--- src/rtl/rom_burst_pkg.sv ---
// Shared types and helpers for the burst-reading constant ROM.
// The ROM contents are generated by multiplying the address by a constant.
package rom_burst_pkg;

    typedef enum logic {
        IDLE   = 1'b0,
        STREAM = 1'b1
    } state_e;

    localparam logic [63:0] DEFAULT_ROM_MULT = 64'h1111;

    // Content generator; callers truncate to the word width they need.
    function automatic logic [63:0] rom_word(
        input logic [63:0] addr,
        input logic [63:0] mult
    );
        return addr * mult;
    endfunction

endpackage

--- src/rtl/rom_burst_reader_rom.sv ---
// Constant ROM of 2^ADDR_W words with a purely combinational read port.
// Each word is built at elaboration time from the package generator.
module rom_array
    import rom_burst_pkg::*;
#(
    parameter int          DATA_W   = 16,
    parameter int          ADDR_W   = 3,
    parameter logic [63:0] ROM_MULT = DEFAULT_ROM_MULT
) (
    input  logic [ADDR_W-1:0] addr_i,
    output logic [DATA_W-1:0] data_o
);

    localparam int DEPTH = 1 << ADDR_W;

    logic [DATA_W-1:0] mem [DEPTH];

    for (genvar i = 0; i < DEPTH; i++) begin : g_word
        localparam logic [63:0] W = rom_word(64'(i), ROM_MULT);
        assign mem[i] = W[DATA_W-1:0];
    end

    assign data_o = mem[addr_i];

endmodule

--- src/rtl/rom_burst_reader.sv ---
// Serves burst reads from a constant ROM over valid/ready channels.
// A registered output stage delivers one beat per cycle with backpressure.
module rom_burst_reader
    import rom_burst_pkg::*;
#(
    parameter int          DATA_W   = 16,
    parameter int          ADDR_W   = 3,
    parameter int          LEN_W    = 4,
    parameter logic [63:0] ROM_MULT = DEFAULT_ROM_MULT
) (
    input  logic              clk,
    input  logic              rst,
    input  logic              req_valid,
    output logic              req_ready,
    input  logic [ADDR_W-1:0] req_addr,
    input  logic [LEN_W-1:0]  req_len,
    input  logic              abort,
    output logic              rd_valid,
    input  logic              rd_ready,
    output logic [DATA_W-1:0] rd_data,
    output logic              rd_last,
    output logic              busy
);

    state_e             state_q, state_d;
    logic [ADDR_W-1:0]  cursor_q, cursor_d;
    logic [LEN_W-1:0]   remaining_q, remaining_d;
    logic [DATA_W-1:0]  rd_data_q, rd_data_d;
    logic               rd_valid_q, rd_valid_d;
    logic               rd_last_q, rd_last_d;

    logic [ADDR_W-1:0]  rom_addr;
    logic [DATA_W-1:0]  rom_data;
    logic               beat_taken;

    // One read port: the start address while idle, the cursor while streaming.
    assign rom_addr = (state_q == IDLE) ? req_addr : cursor_q;

    rom_array #(
        .DATA_W   (DATA_W),
        .ADDR_W   (ADDR_W),
        .ROM_MULT (ROM_MULT)
    ) u_rom (
        .addr_i (rom_addr),
        .data_o (rom_data)
    );

    assign beat_taken = rd_valid_q && rd_ready;

    // Next-state and output-register update for the IDLE/STREAM sequencer.
    always_comb begin
        state_d     = state_q;
        cursor_d    = cursor_q;
        remaining_d = remaining_q;
        rd_data_d   = rd_data_q;
        rd_valid_d  = rd_valid_q;
        rd_last_d   = rd_last_q;

        unique case (state_q)
            IDLE: begin
                if (req_valid) begin
                    rd_data_d   = rom_data;
                    rd_valid_d  = 1'b1;
                    rd_last_d   = (req_len == '0);
                    cursor_d    = req_addr + ADDR_W'(1);
                    remaining_d = req_len;
                    state_d     = STREAM;
                end
            end
            STREAM: begin
                if (abort) begin
                    rd_valid_d = 1'b0;
                    rd_last_d  = 1'b0;
                    state_d    = IDLE;
                end else if (beat_taken) begin
                    if (rd_last_q) begin
                        rd_valid_d = 1'b0;
                        rd_last_d  = 1'b0;
                        state_d    = IDLE;
                    end else if (remaining_q != '0) begin
                        rd_data_d   = rom_data;
                        cursor_d    = cursor_q + ADDR_W'(1);
                        remaining_d = remaining_q - LEN_W'(1);
                        rd_last_d   = (remaining_q == LEN_W'(1));
                    end
                end
            end
            default: begin
                state_d = IDLE;
            end
        endcase
    end

    // State and output registers with synchronous reset.
    always_ff @(posedge clk) begin
        if (rst) begin
            state_q     <= IDLE;
            cursor_q    <= '0;
            remaining_q <= '0;
            rd_data_q   <= '0;
            rd_valid_q  <= 1'b0;
            rd_last_q   <= 1'b0;
        end else begin
            state_q     <= state_d;
            cursor_q    <= cursor_d;
            remaining_q <= remaining_d;
            rd_data_q   <= rd_data_d;
            rd_valid_q  <= rd_valid_d;
            rd_last_q   <= rd_last_d;
        end
    end

    assign req_ready = (state_q == IDLE);
    assign busy      = (state_q == STREAM);
    assign rd_valid  = rd_valid_q;
    assign rd_data   = rd_data_q;
    assign rd_last   = rd_last_q;

endmodule

--- config.mk ---
export PLATFORM = sky130hd
export DESIGN_NAME = rom_burst_reader
export DESIGN_NICKNAME = d
export VERILOG_FILES = /design/src/rtl/rom_burst_pkg.sv /design/src/rtl/rom_burst_reader_rom.sv /design/src/rtl/rom_burst_reader.sv
export SDC_FILE = /design/constraint.sdc
export NUM_CORES = 1
export LEC_CHECK = 0
export ABC_AREA = 0
export CORE_ASPECT_RATIO = 0.5
export CORE_MARGIN = 2
export CORE_UTILIZATION = 25
export CTS_CLUSTER_DIAMETER = 30
export DETAILED_ROUTE_END_ITERATION = 6
export REMOVE_ABC_BUFFERS = 1
export SYNTH_ARGS = -nofsm -noshare
export SYNTH_HDL_FRONTEND = slang
export SYNTH_SLANG_ARGS = --single-unit
--- constraint.sdc ---
create_clock -name clk -period 2.45 [get_ports clk]
set_input_delay 0.735 -clock clk [delete_from_list [all_inputs] [get_ports clk]]
set_output_delay 0.735 -clock clk [all_outputs]
set_load 0.02 [all_outputs]
Word-level counts from Yosys, hierarchy flattened
Memory sizes are Yosys's and may differ from the RTL's.
Cells that the tools add are included.

storage, ports and cells
  register bits = 26
  ROM bits = 128
  bits of input ports = 12
  output and inout bits = 20
  logic and storage cells = 64
  memories kept = 1

memory list
  memory           depth  width  read ports  clocked after memory_dff  wr ports  RTL line                    source
  (no name shown)  8      16     1           0                         0         rom_burst_reader_rom.sv:23  assign data_o = mem[addr_i];

cells by class
  add/sub/neg operators = 3
  order comparisons = 1
  equality and inequality tests = 8
  muxes and demuxes = 37
  bitwise logic cells = 2
  reductions and logical operators = 6

operators by type and width
  cell                                                    count
  2-to-1 mux 16 bit                                       7
  case mux 16 bit (2 select lines)                        1
  2-to-1 mux 4 bit                                        5
  2-to-1 mux 3 bit                                        6
  2-to-1 mux 1 bit                                        13
  case mux 4 bit (2 select lines)                         1
  adder 3 x 1 -> 3 bit (second input constant)            2
  inequality test 2 bit (second input constant)           3
  inequality test 3 x 2 -> 1 bit (second input constant)  2
  case mux 1 bit (2 select lines)                         3
  case mux 3 bit (2 select lines)                         1
  AND reduction 5 bit                                     1
  equality test 4 x 1 -> 1 bit (second input constant)    1
  >= comparator 4 bit (second input constant)             1
  logical NOT 4 bit                                       1
  inequality test 2 x 1 -> 1 bit (second input constant)  2
  NOT 3 -> 4 bit                                          1
  nonzero test 4 bit                                      1
  subtractor 4 x 1 -> 4 bit (second input constant)       1
  AND reduction 3 bit                                     1
  AND reduction 2 bit                                     1
  logical AND 1 bit                                       1
  NOT 1 bit                                               1

Longest topological paths before layout
  depth after elaboration = 10
  depth in mapped cells = 7
  mapped depth without buffers = 6

Modules after synthesis
A second synthesis with hierarchy kept.

second synthesis, totals
  cell total of the unflattened synthesis = 156
  area, all modules = 1,278.7 sq um

modules (own cells, without submodules)
  module            times used  cells each  area each (sq um)  sequential area each (sq um)
  rom_burst_reader  1           139         1,154.9            520.5
  rom_array         1           17          123.9              0.0

Worst setup path after synthesis
OpenSTA, ideal clock, no wires.

  path kind = reg-to-reg
  start point = register state_q (netlist: busy)
  end point = register cursor_q[2]
  setup time = 0.062 ns
  arrival time = 1.885 ns
  data required time = 2.388 ns
  slack = 0.503 ns
  cell stages (with the launch flop) = 7
  clock period less this slack = 1.947 ns
  cell sequence = dfxtp_1 buf_4 clkbuf_1 mux2_2 ha_1 a2111o_1 nand3_1

on the way
  cells in the longest elaborated chain, start to end = 3

RTL lines
  item                             RTL line                 source
  start, declared                  rom_burst_reader.sv:25   state_e state_q, state_d;
  start signal, assigned           rom_burst_reader.sv:104  state_q <= state_d;
  NOT 1 bit                        --
  inequality test 2 bit (no line)  --
  AND reduction 5 bit (no line)    --
  end signal, assigned             rom_burst_reader.sv:105  cursor_q <= cursor_d;
  end, declared                    rom_burst_reader.sv:26   logic [ADDR_W-1:0] cursor_q, cursor_d;

Parallel ways exist; a longest one is shown, timed or not.
A chain may end at the register's enable or synchronous reset.

Worst setup path after layout
  start point = input abort
  end point = register remaining_q[0]

on the way
  cells in the longest elaborated chain, start to end = 2

RTL lines
  item                             RTL line                 source
  start, declared                  rom_burst_reader.sv:17   input logic abort,
  inequality test 2 bit (no line)  --
  AND reduction 5 bit (no line)    --
  end signal, assigned             rom_burst_reader.sv:106  remaining_q <= remaining_d;
  end, declared                    rom_burst_reader.sv:27   logic [LEN_W-1:0] remaining_q, remaining_d;

No other way between the ends.

==> flow_metrics.env <==
export IMPL_period_needed_ns=2.20
export IMPL_gr_total_overflow=0
export IMPL_cpPeakStageDelay_ns=0.42
export IMPL_synth_cell_types=36
export IMPL_layout_common_cells="clkdlybuf4s50_1, dfxtp_1, nor2_1"
export IMPL_max_clock_freq_mhz=454
export IMPL_area_growth_pct=36.9
export IMPL_die_h_um=46.2
export IMPL_ir_worst_vdd_uv=155
export IMPL_cts_sinks=13
export IMPL_synth_edf_count=0
export IMPL_finClkSkew_ns=0.000665
export IMPL_crit_arrival_ns=2.35
export IMPL_drtIter0Drc=57
export IMPL_seq_area_frac_synth_pct=29.3
export IMPL_power_density_nw_per_um2=530
export IMPL_numCtsBuffers=3
export IMPL_htreeDepth=1
export IMPL_worstSetupStartpoint="abort"
export IMPL_grt_setup_unrepaired="false"
export IMPL_maxCapViolations=0
export IMPL_clkTransAtPathRegs_ns=0.05
export IMPL_path_cells="clkdlybuf4s50_1 > or3b_4 > o31ai_4 > buf_4 > nor2_1 > a2111oi_2"
export IMPL_synthesis_area_um2=888
export IMPL_cp_num_cells=6
export IMPL_post_cts_resized=0
export IMPL_reg2reg_from="remaining_q[0]"
export IMPL_diodes=0
export IMPL_postPlaceCellArea_um2=1170
export IMPL_required_ns=2.59
export IMPL_die_area_um2=4080
export IMPL_netlist_instances=104
export IMPL_ios=32
export IMPL_r2r_end="remaining_q[0]"
export IMPL_drc=0
export IMPL_dr_pass1_iters=4
export IMPL_wl_um=1920
export IMPL_tightest_slew_ns=0.586
export IMPL_start_util_pct=26.0
export IMPL_async_flop_share_pct=0
export IMPL_synth_warnings=0
export IMPL_ff2ff_setup_slack_ns=0.49
export IMPL_crit_type="primary input to flip-flop"
export IMPL_finalHoldViolations=0
export IMPL_vias_per_cell=4.34
export IMPL_ctsHoldBuffers=0
export IMPL_fin_crit_sh_pct=90.0
export IMPL_drv_slew=0
export IMPL_port_buffers=27
export IMPL_cts_root_buf="clkbuf_8"
export IMPL_core_area_um2=3420
export IMPL_antenna_found_initial=0
export IMPL_clock_latency_ns=0.24
export IMPL_die_w_um=88.3
export IMPL_hpwl_um=1520
export IMPL_finalPower_uw=645
export IMPL_min_path_type="flip-flop to flip-flop"
export IMPL_reg2regPathDepth=6
export IMPL_cts_tree="yes"
export IMPL_path_delay_family="buffers and inverters"
export IMPL_place_gp_congestion=0.769
export IMPL_fin_area_um2=1220
export IMPL_path_max_fanout=4
export IMPL_cts_buffer_depth=2
export IMPL_fin_nets=145
export IMPL_ys_ff_latch=13
export IMPL_relSlewSlack_pct=60.9
export IMPL_cp_start_kind="primary input"
export IMPL_setup_viol=0
export IMPL_fin_cells=180
export IMPL_grt_max_degree=12
export IMPL_syn_avg_cell_area_um2=8.54
export IMPL_route_vias_total=782
export IMPL_post_cts_buffers=0
export IMPL_crit_end="remaining_q[0]"
export IMPL_ys_flop_type="dfxtp_1"
export IMPL_final_common_cell="clkdlybuf4s50_1"
export IMPL_fillCellCount=356
export IMPL_grt_pass1_vias=701
export IMPL_antenna_left=0
export IMPL_end_kind="flip-flop"
export IMPL_fp_row_count=15
export IMPL_fin_tns_setup_ns=0
export IMPL_cp_slowest_cell="clkdlybuf4s50_1"
export IMPL_track_usage_pct=9.89
export IMPL_drive_gt1_share_pct=16.3
export IMPL_dp_cells=176
export IMPL_critPathBufInv=2
export IMPL_grt_pass1_wl_um=3110
export IMPL_p_leak_nw=0.462
export IMPL_wl_per_cell_um=10.7
export IMPL_outcome="finished, final reports clean"
## worst min-delay path, delay by kind of cell, from the launching register on
| kind | cells | cell delay [ns] |
|---|---|---|
| flip-flops | 1 | 0.32 |
| AND/OR/NAND/NOR | 1 | 0.08 |
| multiplexers | 1 | 0.07 |
## per-stage QoR
| step | util (%) | setup WS (ns) | hold slack (ns) |
|---|---|---|---|
| detailed placement | 34.2 | -0.0125 | 0.487 |
| finish | 35.6 | 0.245 | 0.501 |
| CTS | 35.6 | 0.235 | 0.502 |
| floorplan | - | 0.197 | 0.454 |
| global route | 35.6 | 0.123 | 0.540 |
| global placement | 34.2 | -0.00257 | 0.475 |
## how the worst min path moves through the flow
stage,startpoint,end,depth (start not counted)
floorplan,cursor_q[0],cursor_q[0],2
global placement,cursor_q[0],cursor_q[0],2
detailed placement,cursor_q[0],cursor_q[0],2
CTS,cursor_q[0],cursor_q[0],2
global route,rd_valid,rd_valid,2
finish,cursor_q[1],cursor_q[1],2
## state kept, by name, summed over array words and instances (netlist names)
name and count:
rd_data 3, remaining_q 4, cursor_q 3, rd_valid 1, busy 1, rd_last 1
## kinds of logic after synthesis
family	after synthesis	synth area share [%]
AOI/OAI and AO/OA	22	20.6
other	1	0.422
and+or+nand+nor	33	20.0
DFF	13	29.3
adders and majority gates	3	4.23
muxes	7	8.17
buffers and inverters	25	17.3
## power by group
part	switching, mW	total [mW]	internal (mW)
Clock	0.0742	0.186	0.112
Sequential	0.0180	0.248	0.230
Combinational	0.108	0.211	0.103
## cell type report
cell class              instances  area (um^2)  area share, %
clock buffers                   3         41.3           3.40
clock inverters                 1         5.00          0.412
inverters                       8         30.0           2.47
multi-input cells              69          485           39.9
flip-flops and latches         13          260           21.4
well taps                      51         63.8           5.25
repair buffers                 35          330           27.2
## Yosys cell counts (3+ instances only)
cell type | number | share of area (%)
dfxtp_1 | 13 | 29
nand2_1 | 3 | 1.3
nor2b_1 | 3 | 2.1
nor2_1 | 12 | 5.1
o21ai_0 | 4 | 2.3
inv_1 | 8 | 3.4
ha_1 | 3 | 4.2
buf_4 | 14 | 12
a21oi_1 | 5 | 2.8
mux2i_1 | 5 | 5.6
## per-layer routing
layer / track usage (%) / wire length, um / vias to the layer above
met5: 0 / 0 / -
met4: 1.82 / 0 / 0
met2: 16.7 / 945 / 13
li1: - / - / 401
met3: 3.23 / 59 / 0
met1: 12.7 / 917 / 368
No activity file was read; power rests on OpenSTA's default activity.
==> variant, RTL diff (same settings) <==
Reset style: asynchronous (`rst`), changed in one clocked block. Comments in the files are not updated.
--- a/src/rtl/rom_burst_reader.sv
+++ b/src/rtl/rom_burst_reader.sv
@@ -93,5 +93,5 @@
 
     // State and output registers with synchronous reset.
-    always_ff @(posedge clk) begin
+    always_ff @(posedge clk or posedge rst) begin
         if (rst) begin
             state_q     <= IDLE;
Behaviour: differs if rst is asserted again (counterexample within 4 cycles, from zero or initial values and one cycle with rst high); with rst held inactive, the same outputs for 4 cycles.
==> variant against the unedited design <==
  * Sequential share of layout area is 6.2 points higher
  * Critical endpoint is now cursor_q[2]$_DFFE_PP0P_
  * Register-to-register slack gained 0.09 ns
  * Cell count down 18%
  * Clock skew is 0.0023 ns higher
  * Highest routed layer is now met4
  * Setup slack better by 0.0033 ns
  * Area after synthesis decreased by 3.4%
  * Wire length shrank 11%
  * Final area down 3.1%
  * Sequential cell count did not move
  * Hold slack improved by 0.010 ns
Power is not compared: it rests on default switching activity, and its combinational part moved more than twofold at a synthesized area within 25%.
==> variant: results <==
export IMPL_rr_startpoint="remaining_q[0]$_DFFE_PP0P_"
export IMPL_critPathArrivalTime_ns=2.32
export IMPL_reg2reg_to="cursor_q[2]$_DFFE_PP0P_"
export IMPL_grtUsageTotal_pct=9.73
export IMPL_h_tree_depth=1
export IMPL_drive_gt1_share_pct=16.7
export IMPL_ys_seq_area_share_pct=37.9
export IMPL_place_area_sq_um=1130
export IMPL_peakVddDrop_v=0.000303
export IMPL_synth_flop_cell="dfrtp_1"
export IMPL_clock_latency_ns=0.24
export IMPL_hold_ws_ns=0.511
export IMPL_power_leakage_nw=0.494
export IMPL_postSynthAreaPerCell_sq_um=10.2
export IMPL_hold_path_cell_count=1
export IMPL_r2r_setup_slack_ns=0.58
export IMPL_antennaDiodeCount=0
export IMPL_clkPwrFrac_pct=14.7
export IMPL_cts_max_path_buffers=2
export IMPL_grt_first_pass_wirelength_um=2850
export IMPL_largest_reg_flops=4
export IMPL_whs_endpoint="cursor_q[1]$_DFFE_PP0P_"
export IMPL_post_cts_buffers=0
export IMPL_grt_pass1_vias=626
export IMPL_ys_top_cells_by_count="buf_4, dfrtp_1, mux2_2"
export IMPL_detailed_place_hpwl_um=1330
export IMPL_wl_per_cell_um=11.6
export IMPL_portBuffers=27
export IMPL_fill_cells=309
export IMPL_drt_first_pass_iters=4
export IMPL_async_flop_share_pct=100
export IMPL_share_comb_of_total_power_pct=54.8
export IMPL_clkTransAtPathRegs_ns=0.05
export IMPL_outcome="completed"
export IMPL_synth_area_leaders="dfrtp_1, buf_4, mux2_2, mux2i_1, ha_1"
export IMPL_avgViaCountPerCell=4.39
export IMPL_cts_resized=0
export IMPL_placedCellCount=144
export IMPL_drt_iter0_markers=26
export IMPL_r2r_worst_path_cells=7
export IMPL_top_register="remaining_q"
export IMPL_crit_slowest_cell="clkdlybuf4s50_1"
export IMPL_fin_worst_skew_ns=0.00299
export IMPL_slew_headroom_pct=66.0
export IMPL_worst_hold_startpoint="cursor_q[1]$_DFFE_PP0P_"
export IMPL_grt_max_degree=15
export IMPL_numCtsBuffers=3
export IMPL_cp_max_fo=9
export IMPL_hp_class="reg -> reg"
export IMPL_wl_um=1710
export IMPL_nNetsFinal=124
export IMPL_root_buffer="clkbuf_8"
export IMPL_synthDistinctLibCells=31
export IMPL_antenna_found_initial=0
export IMPL_ys_warnings_count=0
export IMPL_gp_congestion=0.776
variant: stage by stage:
stage | setup TNS (ns) | setup WS (ns) | util (%) | total power, mW
finish | 0 | 0.249 | 37.6 | 1.28
global route | 0 | 0.212 | 37.6 | 1.38
CTS | 0 | 0.251 | 37.6 | 1.30
detailed placement | -0.00419 | -0.00197 | 36.2 | 1.11
global placement | 0 | 0.00904 | 36.2 | 1.10
floorplan | 0 | 0.341 | - | 0.775
variant: area by class of cell:
type	instances	area (sq um)	area share (%)
multi-input cells	52	412	34.9
inverters	7	26.3	2.23
repair buffers	32	320	27.2
well taps	40	50.0	4.25
flip-flops and latches	13	325	27.6
clock buffers	4	45.0	3.82
variant: how the worst max path moves through the flow:
stage               start                       to  slack (ns)  depth (start not counted)
finish              abort  cursor_q[2]$_DFFE_PP0P_        0.25                          5
global route        abort  cursor_q[2]$_DFFE_PP0P_        0.21                          5
CTS                 abort  cursor_q[2]$_DFFE_PP0P_        0.25                          5
detailed placement  abort  rd_data[13]$_DFFE_PP0P_      -0.002                          5
global placement    abort  rd_data[13]$_DFFE_PP0P_       0.009                          5
floorplan           abort  rd_data[12]$_DFFE_PP0P_        0.34                          3
variant: per-layer routing:
layer	track usage (%)	wire, um
met4	6.25	42
met1	12.3	826
met3	3.26	49
met2	14.5	793
met5	0	0
variant: cells by family after synthesis:
group	synth area share, %
other	0.437
adder cells (fa/ha/maj)	4.37
XOR/XNOR	2.04
AO/OA/AOI/OAI	13.3
flip-flops	37.9
AND/OR/NAND/NOR	11.4
buffers and inverters	15.5
multiplexers	15.2
variant: worst max-delay path, delay by kind of cell:
| kind | cells | cell delay (ns) |
|---|---|---|
| multiplexers | 1 | 0.33 |
| AO/OA/AOI/OAI | 1 | 0.27 |
| buffers and inverters | 2 | 0.59 |
| AND/OR/NAND/NOR | 1 | 0.41 |
